**config.mk**
```make
export PLATFORM = sky130hd
export DESIGN_NAME = sma_window_decoder
export DESIGN_NICKNAME = d
export VERILOG_FILES = /design/src/rtl/sma_window_decoder.sv
export SDC_FILE = /design/constraint.sdc
export NUM_CORES = 1
export LEC_CHECK = 0
export BUFFER_PORTS_ARGS = -buffer_cell sky130_fd_sc_hd__buf_2
export CORE_UTILIZATION = 64
export DETAILED_ROUTE_END_ITERATION = 7
export HOLD_SLACK_MARGIN = 0.1
export PLACE_DENSITY = 0.86
export SYNTH_ARGS = -nofsm -noshare
export SYNTH_HDL_FRONTEND = slang
export SYNTH_SLANG_ARGS = --single-unit
```
**constraint.sdc**
```tcl
create_clock -name clk -period 9.77 [get_ports clk]
set_input_delay 0.4885 -clock clk [delete_from_list [all_inputs] [get_ports clk]]
set_output_delay 0.4885 -clock clk [all_outputs]
set_load 0.05 [all_outputs]
```
**src/rtl/sma_window_decoder.sv**
```systemverilog
// Window-sum decoder: recovers samples x[n] = s[n] - (x[n-1]+...+x[n-TAPS+1])
// from full-precision moving sums, with saturation, sticky overflow and valid/ready on both sides.
module sma_window_decoder #(
  parameter int DATA_W = 16,
  parameter int TAPS   = 4,
  parameter int SUM_W  = DATA_W + $clog2(TAPS)
) (
  input  logic                     clk,
  input  logic                     rst,
  input  logic signed [SUM_W-1:0]  sum_in,
  input  logic                     sum_valid,
  output logic                     sum_ready,
  input  logic                     resync,
  output logic signed [DATA_W-1:0] x_out,
  output logic                     x_valid,
  input  logic                     x_ready,
  output logic                     overflow,
  output logic [15:0]              sample_cnt
);

  localparam int HW = TAPS - 1;
  localparam int RW = SUM_W + 1;
  localparam logic signed [RW-1:0] SAT_MAX = RW'((2 ** (DATA_W - 1)) - 1);
  localparam logic signed [RW-1:0] SAT_MIN = RW'(-(2 ** (DATA_W - 1)));

  // hist_q[0] is the most recently recovered sample, x[n-1].
  logic signed [DATA_W-1:0] hist_q [HW];
  logic signed [DATA_W-1:0] hist_d [HW];
  logic signed [DATA_W-1:0] x_q, x_d;
  logic                     x_valid_q, x_valid_d;
  logic                     overflow_q, overflow_d;
  logic [15:0]              cnt_q, cnt_d;

  logic signed [RW-1:0]     hist_sum;
  logic signed [RW-1:0]     resid;
  logic signed [DATA_W-1:0] x_sat;
  logic                     sat_hit;
  logic                     accept;

  // Reset gates ready so nothing is accepted while the decoder is held in reset.
  assign sum_ready = rst && !resync && (!x_valid_q || x_ready);
  assign accept    = sum_valid && sum_ready;

  always_comb begin
    // NOTE: every always_comb output gets a default before any branch, otherwise a latch is inferred.
    hist_sum = '0;
    for (int i = 0; i < HW; i++) begin
      hist_sum = hist_sum + RW'(hist_q[i]);
    end
    resid   = RW'(sum_in) - hist_sum;
    sat_hit = 1'b0;
    x_sat   = resid[DATA_W-1:0];
    if (resid > SAT_MAX) begin
      x_sat   = SAT_MAX[DATA_W-1:0];
      sat_hit = 1'b1;
    end else if (resid < SAT_MIN) begin
      x_sat   = SAT_MIN[DATA_W-1:0];
      sat_hit = 1'b1;
    end
  end

  always_comb begin
    x_d        = x_q;
    x_valid_d  = x_valid_q;
    overflow_d = overflow_q;
    cnt_d      = cnt_q;
    hist_d     = hist_q;
    if (accept) begin
      x_d        = x_sat;
      x_valid_d  = 1'b1;
      overflow_d = overflow_q | sat_hit;
      cnt_d      = cnt_q + 16'd1;
      // The saturated value enters history so later outputs stay consistent with what was delivered.
      hist_d[0]  = x_sat;
      for (int i = 1; i < HW; i++) begin
        hist_d[i] = hist_q[i-1];
      end
    end else if (x_ready) begin
      x_valid_d = 1'b0;
    end
    // Resync never coincides with an accept; a pending output is left to drain normally.
    if (resync) begin
      for (int i = 0; i < HW; i++) begin
        hist_d[i] = '0;
      end
      cnt_d      = '0;
      overflow_d = 1'b0;
    end
  end

  always_ff @(posedge clk or negedge rst) begin
    // NOTE: state registers use non-blocking assignments so every flop samples pre-edge values.
    if (!rst) begin
      // NOTE: the history array is tiny and must start at zero to match the encoder, so it is reset like any register.
      for (int i = 0; i < HW; i++) begin
        hist_q[i] <= '0;
      end
      x_q        <= '0;
      x_valid_q  <= 1'b0;
      overflow_q <= 1'b0;
      cnt_q      <= '0;
    end else begin
      hist_q     <= hist_d;
      x_q        <= x_d;
      x_valid_q  <= x_valid_d;
      overflow_q <= overflow_d;
      cnt_q      <= cnt_d;
    end
  end

  assign x_out      = x_q;
  assign x_valid    = x_valid_q;
  assign overflow   = overflow_q;
  assign sample_cnt = cnt_q;

endmodule
```
==> results.cfg <==
[status]
status = completed

[routing]
vias = 4212
via_per_inst = 5.72
antenna_left = 0
drtIter0Drc = 260
drt_drc_violations_left = 0
drt_pre_antenna_iters = 4
drt-total-wl_um = 11600
routedWlPerCell_um = 15.8

[floorplan]
fp.dieH_um = 94.0
dieArea_um2 = 8840
initial_core_util_pct = 65.9
die_width_um = 94.0
core_area_um2 = 8220
io_pins = 58
row_count = 33

[placed_design]
place_inst = 721
dpl.hpwl_um = 8610
portBuffers = 57
globalplace.congestion = 0.916
dpl_cell_area_um2 = 5740
dp_slack_ns = 5.25

[clock_network]
path_clk_slew_ns = 0.09
cts_tree = yes
cts_buffer_depth = 2
clock_sinks = 82
clk_latency_ns = 0.35
hold_buffers = 0
cts-htree-levels = 3
ctsResizeCount = 0
cts_setup_buffers = 0
numCtsBuffers = 9
cts-root-buf = clkbuf_8

[global_route]
grt_max_degree = 80
grt.total_usage_pct = 29.5
grt_overflow = 0
grt_first_pass_wirelength_um = 19900
antenna_found_initial = 0
grt_pass1_vias = 4201

[sta]
hold_viol = 0
fin_crit_sh_pct = 46.5
period_minus_slack_ns = 4.54
fmax_mhz = 220
rsz0062_at_grt = false
setup_violations = 0
skew_ns = 0.00764
drv_slew = 0
fin_setup_tns_ns = 0
fin_ws_ns = 5.23
relSlewSlack_pct = 42.8
whs_ns = 0.102
tightest_slew_ns = 0.856

[synth]
synth-seq-area-share_pct = 37.9
yosys.area_share.simple_pct = 12.6
synth_top_family_by_area = compound AO/OA/AOI/OAI gates
synth_edf_count = 0
synth-main-ff-cell = dfrtp_1
syn-num-nets = 658
synth_compound_area_share_pct = 18.0
yosysUniqueCellTypes = 52
ys_async_sr_fraction_pct = 100
avgSynthCellArea_um2 = 9.32
syn_inst = 581
synth_area_um2 = 5420
ys_seq_elements = 82
ys_warn_count = 0
synthMuxAreaShare_pct = 0
yosys.area_share.xor_xnor_pct = 4.18
synthAdderAreaFrac_pct = 17.2

[pwr]
p_per_area_nw_per_um2 = 307
p_leak_nw = 2.86
total_power_mw = 1.82
irDropWorstVdd_uv = 174

[layout]
final_cell_count_no_fill = 737
fin_nets = 704
drive_above_1_share_pct = 14.4
area_growth_pct = 9.68
final_cell_area_um2 = 5940
fin_util_pct = 72.3
fillers = 616
n_antenna_cell = 0

[critical_path]
crit_fanout = 11
cp.required_ns = 10.02
crit_path_end_kind = register
cp_data_arrival_time_ns = 4.79
critPathLaunchType = register
critPathKind = reg2reg

[worst_hold_path]
hp-class = in2async

[flow_run]
drv_cap = 0
-- critical path, cell delays in order (launching register included) --
cell and delay [ns]:
dfrtp_1 0.41, ha_1 0.31, fa_1 0.47, fa_1 0.42, fa_1 0.43, nand2b_1 0.18, a21o_1 0.21, a21bo_1 0.21
a211o_1 0.28, a21oi_1 0.16, or2_1 0.42, nand3_1 0.51, a211oi_1 0.42
-- layer usage --
metal | part of all wire [%] | global-route usage [%] | up-vias
li1 | - | - | 2009
met1 | 46 | 40.7 | 2103
met2 | 49 | 48.2 | 87
met3 | 4.0 | 5.50 | 13
met4 | 1.3 | 7.18 | 0
met5 | 0 | 0 | -
-- placed cells by master (no fill, tap or decap), drive strengths merged, types with 4 or more instances in the layout --
master,n
nand2b,4
clkbuf,9
o21a,5
fa,34
nand2,67
and4,5
dfrtp,82
a221o,12
o21ai,30
o31ai,28
nand3,13
buf,61
nor2,29
ha,20
a211oi,5
a21o,8
inv,115
or3,4
xor2,12
xnor2,13
nor3,8
o211ai,7
a21oi,25
-- registers in the layout, indices dropped and copies added, names as in the netlist --
register,flops
x_out,16
overflow,1
hist_q,48
sample_cnt,16
x_valid,1
-- path summary, 6_finish.rpt --
path / from / to / slack (ns) / cells after the start
worst max-delay path: hist_q[16]$_DFFE_PN0P_ / x_out[14]$_DFFE_PN0P_ / 5.23 / 12
worst min register to register: x_out[15]$_DFFE_PN0P_ / x_out[15]$_DFFE_PN0P_ / 0.48 / 1
max in group asynchronous: rst / x_out[6]$_DFFE_PN0P_ / 8.68 / 2
worst max register to register: hist_q[16]$_DFFE_PN0P_ / x_out[14]$_DFFE_PN0P_ / 5.23 / 12
min in group clk: x_ready / x_valid$_DFFE_PN0P_ / 0.42 / 3
worst min-delay path: rst / hist_q[9]$_DFFE_PN0P_ / 0.10 / 1
-- Yosys cell counts, types with 3 or more instances --
cell type,instances,area [µm²]
nor3_1,5,25.0
and4_1,5,43.8
nand2_1,67,251
a211oi_1,5,37.5
nor2b_1,3,18.8
a211o_1,3,26.3
nor3_2,3,30.0
xnor2_1,13,114
o21a_1,3,22.5
buf_6,3,33.8
o211ai_1,5,37.5
nand2b_1,4,25.0
or3_1,4,25.0
a21o_1,8,60.1
and3_1,3,18.8
nor2_1,29,109
o21ai_1,9,45.0
fa_1,34,681
buf_2,5,25.0
nand3_1,13,65.1
inv_1,112,420
a221o_1,12,120
xor2_1,11,96.3
ha_1,20,250
o21ai_0,19,95.1
dfrtp_1,82,2050
a21oi_1,24,120
clkbuf_1,18,67.6
o31ai_1,28,210
-- power breakdown --
| part | switching (mW) | internal, mW | leakage (nW) |
|---|---|---|---|
| clock network | 0.132 | 0.120 | 0.0966 |
| logic | 0.725 | 0.394 | 1.66 |
| registers | 0.0463 | 0.406 | 1.10 |
| total | 0.903 | 0.920 | 2.86 |
-- cell type report --
type	count	area (µm²)	area share [%]
Sequential cell	82	2050	34.5
Inverter	112	420	7.08
Multi-Input combinational cell	361	2820	47.5
Clock inverter	7	76.3	1.28
Tap cell	105	131	2.21
Timing Repair Buffer	61	318	5.35
Clock buffer	9	124	2.09
-- kinds of logic (layout without fill, tap and decap cells) --
family | after synthesis | after routing
simple gates | 144 | 144
fa+ha+maj | 54 | 54
xor+xnor | 25 | 25
compound gates | 138 | 138
buf+inv | 138 | 189
flops | 82 | 82
Power figures use the tool's default switching activity.
